[src/rtl/alu_issue_ctrl.sv]
// Issue/writeback sequencer in front of the 32-bit combinational ALU (IDLE -> ISSUE -> WB).
// Optional macro ALU_ISSUE_SLT_EN enables SLT/SLTU/SLTI/SLTIU decode and result shaping.
module alu_issue_ctrl #(
  parameter int XLEN       = 32,
  parameter bit ILLEGAL_WB = 1'b0
) (
  input  logic            clk,
  input  logic            rst_n,
  input  logic            in_valid,
  output logic            in_ready,
  input  logic [XLEN-1:0] in_instr,
  input  logic [XLEN-1:0] in_rs1_data,
  input  logic [XLEN-1:0] in_rs2_data,
  output logic [XLEN-1:0] alu_a,
  output logic [XLEN-1:0] alu_b,
  output logic [3:0]      alu_s,
  input  logic [XLEN-1:0] alu_e,
  input  logic            alu_cout,
  output logic            out_valid,
  input  logic            out_ready,
  output logic [4:0]      out_rd,
  output logic [XLEN-1:0] out_data,
  output logic            out_illegal
);

  typedef enum logic [1:0] {IDLE, ISSUE, WB} state_t;

  localparam logic [6:0] OP_R = 7'b0110011;
  localparam logic [6:0] OP_I = 7'b0010011;

  state_t          state;
  logic [6:0]      opcode;
  logic [2:0]      funct3;
  logic [6:0]      funct7;
  logic            dec_illegal;
  logic [3:0]      dec_s;
  logic [XLEN-1:0] dec_a;
  logic [XLEN-1:0] dec_b;
  logic [XLEN-1:0] result;

`ifdef ALU_ISSUE_SLT_EN
  typedef enum logic [1:0] {SLT_NONE, SLT_SIGNED, SLT_UNSIGNED} slt_t;
  slt_t dec_slt;
  slt_t slt_q;
  logic unused_bits;
  assign unused_bits = ^in_instr[19:15];
`else
  logic unused_bits;
  assign unused_bits = ^{in_instr[19:15], alu_cout};
`endif

  assign opcode    = in_instr[6:0];
  assign funct3    = in_instr[14:12];
  assign funct7    = in_instr[31:25];
  assign in_ready  = (state == IDLE) && rst_n;
  assign out_valid = (state == WB);

  always_comb begin
    dec_illegal = 1'b1;
    dec_s       = 4'b0000;
    dec_a       = in_rs1_data;
    dec_b       = '0;
`ifdef ALU_ISSUE_SLT_EN
    dec_slt     = SLT_NONE;
`endif
    case (opcode)
      OP_R: begin
        dec_b       = in_rs2_data;
        dec_s       = {in_instr[30], funct3};
        dec_illegal = !((funct7 == 7'b0000000) ||
                        (funct7 == 7'b0100000 && (funct3 == 3'b000 || funct3 == 3'b101)));
      end
      OP_I: begin
        if (funct3 == 3'b001) begin
          dec_b       = {{(XLEN-5){1'b0}}, in_instr[24:20]};
          dec_s       = 4'b0001;
          dec_illegal = (funct7 != 7'b0000000);
        end else if (funct3 == 3'b101) begin
          dec_b       = {{(XLEN-5){1'b0}}, in_instr[24:20]};
          dec_s       = {in_instr[30], 3'b101};
          dec_illegal = !((funct7 == 7'b0000000) || (funct7 == 7'b0100000));
        end else begin
          dec_b       = {{(XLEN-12){in_instr[31]}}, in_instr[31:20]};
          dec_s       = {1'b0, funct3};
          dec_illegal = 1'b0;
        end
      end
      default: dec_illegal = 1'b1;
    endcase
    // Set-less-than is computed as a subtract; the comparison is formed at capture time.
    if (funct3[2:1] == 2'b01) begin
`ifdef ALU_ISSUE_SLT_EN
      dec_s   = 4'b1000;
      dec_slt = funct3[0] ? SLT_UNSIGNED : SLT_SIGNED;
`else
      dec_illegal = 1'b1;
`endif
    end
    if (dec_illegal) begin
      dec_s = 4'b0000;
      dec_a = '0;
      dec_b = '0;
`ifdef ALU_ISSUE_SLT_EN
      dec_slt = SLT_NONE;
`endif
    end
  end

  always_comb begin
    result = alu_e;
`ifdef ALU_ISSUE_SLT_EN
    case (slt_q)
      SLT_UNSIGNED: result = {{(XLEN-1){1'b0}}, alu_cout};
      SLT_SIGNED:   result = {{(XLEN-1){1'b0}},
                              (alu_a[XLEN-1] ^ alu_b[XLEN-1]) ? alu_a[XLEN-1] : alu_e[XLEN-1]};
      default:      result = alu_e;
    endcase
`endif
  end

  // out_rd is zero for both rd=x0 and illegal instructions, so it doubles as the data-kill flag.
  always_ff @(posedge clk) begin
    if (!rst_n) begin
      state       <= IDLE;
      alu_a       <= '0;
      alu_b       <= '0;
      alu_s       <= 4'b0000;
      out_rd      <= 5'd0;
      out_data    <= '0;
      out_illegal <= 1'b0;
`ifdef ALU_ISSUE_SLT_EN
      slt_q       <= SLT_NONE;
`endif
    end else begin
      case (state)
        IDLE: begin
          if (in_valid) begin
            alu_a       <= dec_a;
            alu_b       <= dec_b;
            alu_s       <= dec_s;
            out_rd      <= dec_illegal ? 5'd0 : in_instr[11:7];
            out_illegal <= dec_illegal;
`ifdef ALU_ISSUE_SLT_EN
            slt_q       <= dec_slt;
`endif
            state       <= ISSUE;
          end
        end
        ISSUE: begin
          out_data <= (out_rd == 5'd0) ? '0 : result;
          state    <= (out_illegal && !ILLEGAL_WB) ? IDLE : WB;
        end
        WB: begin
          if (out_ready) state <= IDLE;
        end
        default: state <= IDLE;
      endcase
    end
  end

endmodule

[config.mk]
export PLATFORM = sky130hd
export DESIGN_NAME = alu_issue_ctrl
export DESIGN_NICKNAME = d
export VERILOG_FILES = /design/src/rtl/alu_issue_ctrl.sv
export SDC_FILE = /design/constraint.sdc
export NUM_CORES = 1
export LEC_CHECK = 0
export ABC_AREA = 1
export CORE_UTILIZATION = 35
export DETAILED_ROUTE_END_ITERATION = 8
export HOLD_SLACK_MARGIN = 0.15
export PLACE_DENSITY = 0.77
export SLEW_MARGIN = 5
export SYNTH_ARGS = -nofsm -noshare
export SYNTH_HDL_FRONTEND = slang
export SYNTH_SLANG_ARGS = --single-unit
[constraint.sdc]
create_clock -name clk -period 1.6 [get_ports clk]
set_clock_uncertainty 0.2 [all_clocks]
set_input_delay 0.32 -clock clk [delete_from_list [all_inputs] [get_ports clk]]
set_output_delay 0.32 -clock clk [all_outputs]
set_load 0.005 [all_outputs]
==> reports/results.ini, run 1 <==
[cells_and_area]
multi_input_area_mm2=0.00231
nets=948
design_area_mm2=0.00822
seq_area_mm2=0.00220
final_cell_count_no_fill=988
diodes=0
drive_above_1_share=0.284
area_growth_pct=87.8
fin_util=0.679
fillers=968

[timing]
tightest_slew_ns=0.335
layout_setup_ws_ns=-0.00250
setup_viol=2
maxSlewHeadroom=0.770
hold_viol=0
rsz0062_at_grt=true
fin_crit_sh=1.00
min_period_ns=1.60
clock.fmax_mhz=624
maxSlewViolCount=0
hold_ws_ns=0.180

[critical_path]
end_kind=register
arrival_ns=1.68
reg2reg_slack_ns=0.01
start_kind=primary input
crit_type=primary input to register
path_max_fanout=21
required_ns=1.68

[routing]
wl_per_cell_um=14.7
drc_errors=0
drtIter0Drc=231
wl_um=14600
drtPass1Iterations=4
vias_per_cell=4.76
via_count=4705
drtAntennaViolNets=0

[worst_hold_path]
hp-class=primary input to register

[grt]
antenna_found_initial=0
grt_pass1_vias=4596
grt_pass1_wl_um=21900
grt_max_degree=46
grt_use_total=0.213
overflow=0

[pwr]
power.density_mw_per_mm2=822
power.total_uw=6760
vdd_drop_max_v=0.000501
p_leak_uw=0.00386

[place]
dp.cells=942
routabilityCongestion=0.775
port_buffers=234
dpl.hpwl_um=9830
place_area_mm2=0.00721

[floorplan]
dieArea_mm2=0.0130
die_h_um=114
die_w_um=114
ios=241
core_mm2=0.0121
rows=40
floorplan.initialDensity=0.361

[clock_network]
clk_latency_ns=0.34
htreeDepth=3
clock_path_buffers=2
clk_pin_slew_ns=0.07
cts_tree=yes
cts-root-buf=clkbuf_16
cts_num_sinks=108
cts_buffers=9

[yosys]
ys_ff_latch=108
yosys_warnings=0
syn_nets=670
ys_types=26
netlist_instances=537
avgSynthCellArea_um2=8.15
ys_seq_area_frac=0.494
netlist_area_mm2=0.00438

[status]
status=finished with violations
violations=setup timing

[job]
maxCapViolations=0

## worst max-delay path, cell delays in order
cell,delay (ns)
clkdlybuf4s50_1,0.51
nand2_4,0.09
inv_2,0.12
buf_4,0.33
o22ai_1,0.16
nor2_2,0.14
## metrics by stage
| step | setup TNS, ns | setup slack, ns |
|---|---|---|
| after floorplan | -0.738 | -0.0763 |
| after global placement | -52.41 | -0.669 |
| after detailed placement | -55.36 | -0.724 |
| after CTS | -0.245 | -0.0621 |
| after global routing | -0.992 | -0.0549 |
| final | -0.00331 | -0.00250 |
## power by group
part / leakage [uW] / internal, uW / switching [uW]
combinational: 0.00283 / 938 / 728
clock: 0.000141 / 1110 / 1040
sequential: 0.000895 / 2850 / 87.4
## timing repair
item | in CTS | in global routing
setup endpoints to repair | 182 | 76
hold buffers | 0 | 0
pin swaps | 21 | 32
buffers inserted | 12 | 9
gates resized for setup | 201 | 132
gates cloned | 5 | 4
## path summary, 6_finish.rpt
check	startpoint	endpoint	depth (start not counted)
worst min-delay path	in_instr[13]	alu_s[1]	4
worst max-delay path	in_valid	alu_b[17]	6
worst min register to register	alu_s[2]	alu_s[2]	2
worst max register to register	state[0]	alu_b[17]	6
## synth_stat cells (all sizes together)
cell | number | share of area
dfxtp | 108 | 0.49
nand2 | 75 | 0.068
nor2 | 111 | 0.11
nand4 | 3 | 0.0043
buf | 14 | 0.021
o21ai | 36 | 0.041
mux2i | 36 | 0.082
a21oi | 37 | 0.042
nand3 | 20 | 0.024
nor3 | 4 | 0.0046
o211ai | 11 | 0.019
clkbuf | 22 | 0.021
o22ai | 21 | 0.030
o21a | 1 | 0.0017
inv | 38 | 0.033
## area by class of cell
cell class / count / area share
timing repair buffer: 303 / 0.371
multi-input combinational: 355 / 0.281
sequential: 108 / 0.268
clock buffer: 10 / 0.0291
tap: 168 / 0.0256
inverter: 38 / 0.0195
clock inverter: 6 / 0.00563
## placed cells by master, fill, tap and decap left out, types with 7 or more instances in the layout
master | netlist | final
nor2_2 | 3 | 23
o21ai_0 | 35 | 34
dfxtp_2 | 0 | 25
buf_6 | 1 | 11
nand3_1 | 19 | 19
clkbuf_2 | 0 | 9
clkbuf_16 | 0 | 13
dlygate4sd2_1 | 0 | 106
o211ai_1 | 11 | 11
mux2i_1 | 36 | 25
nand2_1 | 70 | 62
mux2i_2 | 0 | 9
buf_12 | 1 | 14
buf_4 | 1 | 40
inv_1 | 36 | 32
clkdlybuf4s50_1 | 0 | 108
nor2_1 | 98 | 55
dfxtp_1 | 108 | 81
o22ai_1 | 21 | 9
nor2_4 | 10 | 33
a21oi_1 | 37 | 36
nand2_2 | 4 | 7
o22ai_2 | 0 | 12
## per-layer routing
metal / track usage / wire, um / up-vias
li1: - / - / 2316
met1: 0.250 / 5910 / 2175
met2: 0.377 / 7280 / 193
met3: 0.0521 / 1120 / 21
met4: 0.0797 / 268 / 0
met5: 0 / 0 / -
## state kept, by name (all words and copies together), names as in the netlist
name	count
alu_a	32
alu_b	32
alu_s	4
out_data	32
out_illegal	1
out_rd	5
state	2
## cells by family (layout without fill, tap and decap cells)
group | count (synthesis) | count (layout) | synth area share
AO/OA/AOI/OAI | 106 | 106 | 0.134
multiplexers | 36 | 36 | 0.0823
AND/OR/NAND/NOR | 213 | 213 | 0.215
flip-flops | 108 | 108 | 0.494
buffers and inverters | 74 | 357 | 0.0746
No activity file was read; power rests on OpenSTA's default activity.
==> inputs of run 2 (changes only) <==
--- a/config.mk
+++ b/config.mk
@@ -7,6 +7,7 @@
 export LEC_CHECK = 0
 export ABC_AREA = 1
 export CORE_UTILIZATION = 35
+export CTS_BUF_LIST = sky130_fd_sc_hd__clkbuf_8 sky130_fd_sc_hd__clkbuf_16
 export DETAILED_ROUTE_END_ITERATION = 8
 export HOLD_SLACK_MARGIN = 0.15
 export PLACE_DENSITY = 0.77
==> constraint.sdc (replaced) <==
create_clock -name clk -period 1.6 [get_ports clk]
set_clock_uncertainty 0.2 [all_clocks]
set_input_delay 0.32 -clock clk [delete_from_list [all_inputs] [get_ports clk]]
set_output_delay 0.32 -clock clk [all_outputs]
set_load 0.1 [all_outputs]
==> run 2 against run 1 <==
- critical path depth down 3
- final cell count down 0.40%
- via count up 1.6%
- setup slack worse by 0.12 ns
- critical path type is now register to output pin
- the run still ends with setup timing left
- first-iteration DRC count down 13%
- maximum frequency down 6.7%
- wire length up 11%
- flip-flop and latch count unchanged
==> reports/results.ini, run 2 (synthesized netlist as in run 1, its figures left out) <==
[timing]
maxSlewHeadroom=0.733  ; -0.0375
clock.fmax_mhz=582  ; -6.7%
fin_crit_sh=1.07  ; +0.0723
setup_viol=3  ; +1
tns_ns=-0.159  ; -0.155 ns
hold_viol=0  ; unchanged
tightest_slew_ns=0.401  ; +0.0659 ns
maxSlewViolCount=0  ; unchanged
min_period_ns=1.72  ; +0.116 ns
layout_setup_ws_ns=-0.118  ; -0.116 ns
rsz0062_at_grt=true

[cells_and_area]
final_cell_mix=buf_12, clkdlybuf4s50_1, dfxtp_1
diodes=0  ; unchanged
drive_above_1_share=0.349  ; +0.0651
fillers=770  ; -20%
fin_util=0.758  ; +0.0792
area_growth_pct=110
reg_top3=alu_a x32, alu_b x32, out_data x32
final_common_cell=buf_12
nets=944  ; -0.42%

[place]
port_buffers=234  ; unchanged
dp_slack_ns=-0.738  ; -0.0139 ns
routabilityCongestion=0.754  ; -2.7%
dpl.hpwl_um=10800  ; +10%

[clock_network]
clk_pin_slew_ns=0.07  ; about the same
cts-root-buf=clkbuf_16
clock_path_buffers=2  ; unchanged
cts_tree=yes
cts_buffers=9  ; unchanged
cts_num_sinks=108  ; unchanged
ctsHoldBuffers=0  ; unchanged
htreeDepth=3  ; unchanged
clk_latency_ns=0.34  ; about the same

[job]
maxCapViolations=0  ; unchanged

[floorplan]
die_h_um=114  ; unchanged
rows=40  ; unchanged
ios=241  ; unchanged
dieArea_mm2=0.0130  ; unchanged
floorplan.initialDensity=0.361  ; unchanged
die_w_um=114  ; unchanged
core_mm2=0.0121  ; unchanged

[routing]
drtIter0Drc=201  ; -13%
drtAntennaViolNets=0  ; unchanged
drc_errors=0  ; unchanged
vias_per_cell=4.86  ; +2.0%
wl_per_cell_um=16.5  ; +12%
via_count=4779  ; +1.6%
drtPass1Iterations=4  ; unchanged
wl_um=16200  ; +11%

[worst_hold_path]
worstHoldStart=in_instr[12]
hold_end=alu_s[0]
min_path_cells=3  ; -1
hp-class=primary input to register

[pwr]
vdd_drop_max_v=0.000530  ; +5.8%
power.density_mw_per_mm2=903  ; +9.9%
p_leak_uw=0.00386  ; about the same

[critical_path]
rr_worst_depth=8  ; +2
critPathMaxStageDelay_ns=0.33  ; -0.18 ns
worst_r2r_endpoint=alu_s[3]
required_ns=1.08  ; -0.60 ns
start_kind=register
end_kind=output pin
arrival_ns=1.20  ; -0.48 ns
path_max_fanout=3  ; -86%
reg2reg_slack_ns=0.02  ; about the same
critPathSlowestCell=dfxtp_2
crit_type=register to output pin
crit_start=state[1]
r2r_start=state[1]
path_cells=buf_6, nor3_4, buf_12

[grt]
antenna_found_initial=0  ; unchanged
grt_pass1_wl_um=23500  ; +7.1%
overflow=0  ; unchanged
grt_use_total=0.231  ; +0.0177
grt_max_degree=65  ; +41%
grt_pass1_vias=4764  ; +3.7%

[status]
violations=setup timing
status=finished with violations

run 2: changes by cell type in the layout (fill, tap and decap cells not counted), moves of 4 or more:
cell	previous run	this run
buf_4	40	36
dfxtp_1	81	101
o21ai_0	34	16
nor2_4	33	24
mux2i_1	25	35
mux2i_2	9	1
dfxtp_2	25	3
dlygate4sd2_1	106	1
nor2_2	23	14
o21ai_1	1	19
nor2_1	55	73
buf_12	14	119
run 2: how the worst max path moves through the flow:
stage | to | slack (ns) | cells after the start
floorplan | in_ready | -0.18 | 3
finish | in_ready | -0.12 | 3
detailed placement | alu_a[21] | -0.74 | 12
global placement | alu_a[18] | -0.72 | 12
CTS | in_ready | -0.14 | 3
global route | in_ready | -0.17 | 3
run 2: metal layers:
metal	up-vias	global-route usage	wire, um
li1	2318	-	-
met5	-	0	0
met2	183	0.427	8390
met1	2237	0.244	6140
met4	0	0.0978	521
met3	41	0.0675	1140
run 2: final cells by class:
cell class | count | area (um^2) | share of cell area
repair buffers | 298 | 4190 | 0.456
flip-flops and latches | 108 | 2180 | 0.237
multi-input cells | 355 | 2150 | 0.234
clock buffers | 10 | 239 | 0.0260
well taps | 168 | 210 | 0.0229
inverters | 38 | 169 | 0.0184
clock inverters | 6 | 41.3 | 0.00450
repair inverters | 1 | 5.00 | 0.000545
run 2: repair_timing:
action	CTS	global route
hold endpoints to repair	0	0
buffers inserted	16	5
gates resized for setup	93	71
gates cloned	5	7
setup endpoints to repair	76	88
pin swaps	26	28
run 2: worst max-delay path: cells and delay by family (launching register included):
kind | cells | cell delay, ns
DFF | 1 | 0.33
buffers and inverters | 2 | 0.32
and+or+nand+nor | 1 | 0.21
run 2: report_power, final:
part | internal, uW | leakage (uW) | switching (uW)
Combinational | 1320 | 0.00284 | 1860
Clock | 1100 | 0.000136 | 986
Sequential | 2850 | 0.000887 | 178
Total | 5270 | 0.00386 | 3030
run 2: stage by stage:
| stage | std cells | cell area, um^2 | power, uW | hold WS [ns] |
|---|---|---|---|---|
| after floorplan | 537 | 4470 | 4710 | 0.263 |
| after global placement | 937 | 8270 | 5950 | 0.291 |
| after detailed placement | 937 | 8270 | 6000 | 0.296 |
| after CTS | 973 | 8900 | 8220 | 0.177 |
| after global routing | 984 | 9180 | 8600 | 0.194 |
| final | 984 | 9180 | 8290 | 0.175 |
==> inputs of run 3 (changes only) <==
--- a/config.mk
+++ b/config.mk
@@ -10,6 +10,7 @@
 export CTS_BUF_LIST = sky130_fd_sc_hd__clkbuf_8 sky130_fd_sc_hd__clkbuf_16
 export DETAILED_ROUTE_END_ITERATION = 8
 export HOLD_SLACK_MARGIN = 0.15
+export MAX_ROUTING_LAYER = met4
 export PLACE_DENSITY = 0.77
 export SLEW_MARGIN = 5
 export SYNTH_ARGS = -nofsm -noshare
==> run 3 against run 2 <==
- the flow still finishes with violations (setup timing)
- largest cell class unchanged
- register-to-register slack about the same
- final cell count down 0.10%
- first-iteration DRC count up 22%
- sequential power about the same
- highest routed layer unchanged
- setup slack worse by 0.0047 ns
- non-clock buffer count unchanged
- worst hold slack worse by 0.0025 ns
- clock-buffer cell count unchanged
- sequential share of layout area about the same
==> reports/results.ini, run 3 (synthesized netlist as in run 1, its figures left out) <==
[worst_hold_path]
min_path_cells=3  ; unchanged
hold_end=alu_s[0]
worstHoldStart=in_instr[12]
hp-class=primary input to register

[status]
status=finished with violations
violations=setup timing

[place]
routabilityCongestion=0.763  ; +1.3%
dp_slack_ns=-0.738  ; unchanged
port_buffers=234  ; unchanged
dpl.hpwl_um=10800  ; unchanged

[critical_path]
path_cells=buf_6, nor3_4, buf_12
required_ns=1.08  ; about the same
start_kind=register
rr_worst_depth=8  ; unchanged
r2r_start=state[1]
path_max_fanout=3  ; unchanged
worst_r2r_endpoint=alu_s[3]
reg2reg_slack_ns=0.02  ; about the same
critPathMaxStageDelay_ns=0.33  ; about the same
arrival_ns=1.20  ; about the same
crit_type=register to output pin
critPathSlowestCell=dfxtp_2
end_kind=output pin

[timing]
hold_viol=0  ; unchanged
maxSlewHeadroom=0.739  ; +0.00613
rsz0062_at_grt=true
tns_ns=-0.164  ; -0.00483 ns
fin_crit_sh=1.08  ; +0.00293
clock.fmax_mhz=580  ; -0.27%
hold_ws_ns=0.172  ; -0.00252 ns
layout_setup_ws_ns=-0.123  ; -0.00469 ns
maxSlewViolCount=0  ; unchanged
setup_viol=3  ; unchanged
min_period_ns=1.72  ; +0.00469 ns
tightest_slew_ns=0.391  ; -0.00920 ns

[cells_and_area]
multi_input_area_mm2=0.00214  ; -0.35%
final_cell_mix=buf_12, clkdlybuf4s50_1, dfxtp_1
area_growth_pct=109
drive_above_1_share=0.345  ; -0.00448
nets=943  ; -0.11%
final_common_cell=buf_12
reg_top3=alu_a x32, alu_b x32, out_data x32
fin_util=0.757  ; -0.00103
seq_area_mm2=0.00218  ; unchanged
diodes=0  ; unchanged
fillers=774  ; +0.52%

[grt]
grt_max_degree=65  ; unchanged
overflow=0  ; unchanged
grt_pass1_vias=4761  ; -0.063%
grt_pass1_wl_um=23500  ; unchanged
antenna_found_initial=0  ; unchanged
grt_use_total=0.239  ; +0.00787

[clock_network]
cts_buffers=9  ; unchanged
clk_pin_slew_ns=0.07  ; about the same
clock_path_buffers=2  ; unchanged
cts-root-buf=clkbuf_16
cts_num_sinks=108  ; unchanged
cts_tree=yes
clk_latency_ns=0.34  ; about the same
htreeDepth=3  ; unchanged
ctsHoldBuffers=0  ; unchanged

[pwr]
pwr-share-seq=0.365  ; about the same
vdd_drop_max_v=0.000531  ; +0.14%
switchingPower_uw=3040  ; +0.29%
swShare=0.366  ; +0.000719
power.total_uw=8300  ; about the same
intPower_uw=5270  ; about the same
p_leak_uw=0.00386  ; about the same
pwr-share-clk=0.252  ; about the same
combPwrFrac=0.384  ; about the same
power.density_mw_per_mm2=905  ; +0.23%

[routing]
wl_um=16300  ; +0.38%
drtPass1Iterations=4  ; unchanged
wl_per_cell_um=16.5  ; +0.49%
drc_errors=0  ; unchanged
drtIter0Drc=246  ; +22%
vias_per_cell=4.83  ; -0.57%
drtAntennaViolNets=0  ; unchanged
via_count=4747  ; -0.67%

[floorplan]
rows=40  ; unchanged
dieArea_mm2=0.0130  ; unchanged
die_w_um=114  ; unchanged
die_h_um=114  ; unchanged
floorplan.initialDensity=0.361  ; unchanged
core_mm2=0.0121  ; unchanged
ios=241  ; unchanged

[job]
maxCapViolations=0  ; unchanged

## run 3: what timing repair did
| action | in CTS | in global routing |
|---|---|---|
| pin swaps | 26 | 28 |
| resized for setup | 93 | 68 |
| gates cloned | 5 | 6 |
| setup endpoints to repair | 76 | 88 |
| buffers inserted | 16 | 5 |
## run 3: metrics by stage
stage                     cell area [um^2]  instances
after floorplan                       4470        537
after global placement                8270        937
after detailed placement              8270        937
after CTS                             8900        973
after global routing                  9170        983
final                                 9170        983
## run 3: final cells by class
type	instances	area share
well taps	168	0.0229
clock buffers	10	0.0261
flip-flops and latches	108	0.238
clock inverters	6	0.00450
repair buffers	298	0.457
multi-input cells	355	0.233
inverters	38	0.0184
## run 3: layer usage
metal | up-vias | track usage | part of all wire
met5 | - | - | 0
met3 | 34 | 0.0664 | 0.063
met2 | 175 | 0.426 | 0.52
li1 | 2313 | - | -
met1 | 2225 | 0.251 | 0.39
met4 | 0 | 0.0900 | 0.027
## run 3: worst max-delay path: cells and delay by family, from the launching register on
kind / cells / cell delay [ns]
buffers and inverters: 2 / 0.32
flip-flops: 1 / 0.33
AND/OR/NAND/NOR: 1 / 0.21
## run 3: worst max path at each step
stage / from / to / slack, ns / cells after the start
floorplan: rst_n / in_ready / -0.18 / 3
detailed placement: in_instr[3] / alu_a[21] / -0.74 / 12
CTS: state[0] / in_ready / -0.14 / 3
global route: state[1] / in_ready / -0.17 / 3
finish: state[1] / in_ready / -0.12 / 3
global placement: in_instr[3] / alu_a[18] / -0.72 / 12
## run 3: power groups by stage
| stage | logic [uW] | registers, uW | clock network (uW) |
|---|---|---|---|
| floorplan | 593 | 4120 | 0 |
| global placement | 2880 | 3070 | 0 |
| detailed placement | 2920 | 3080 | 0 |
| CTS | 3060 | 3020 | 2130 |
| global route | 3290 | 3040 | 2270 |
| finish | 3180 | 3030 | 2090 |
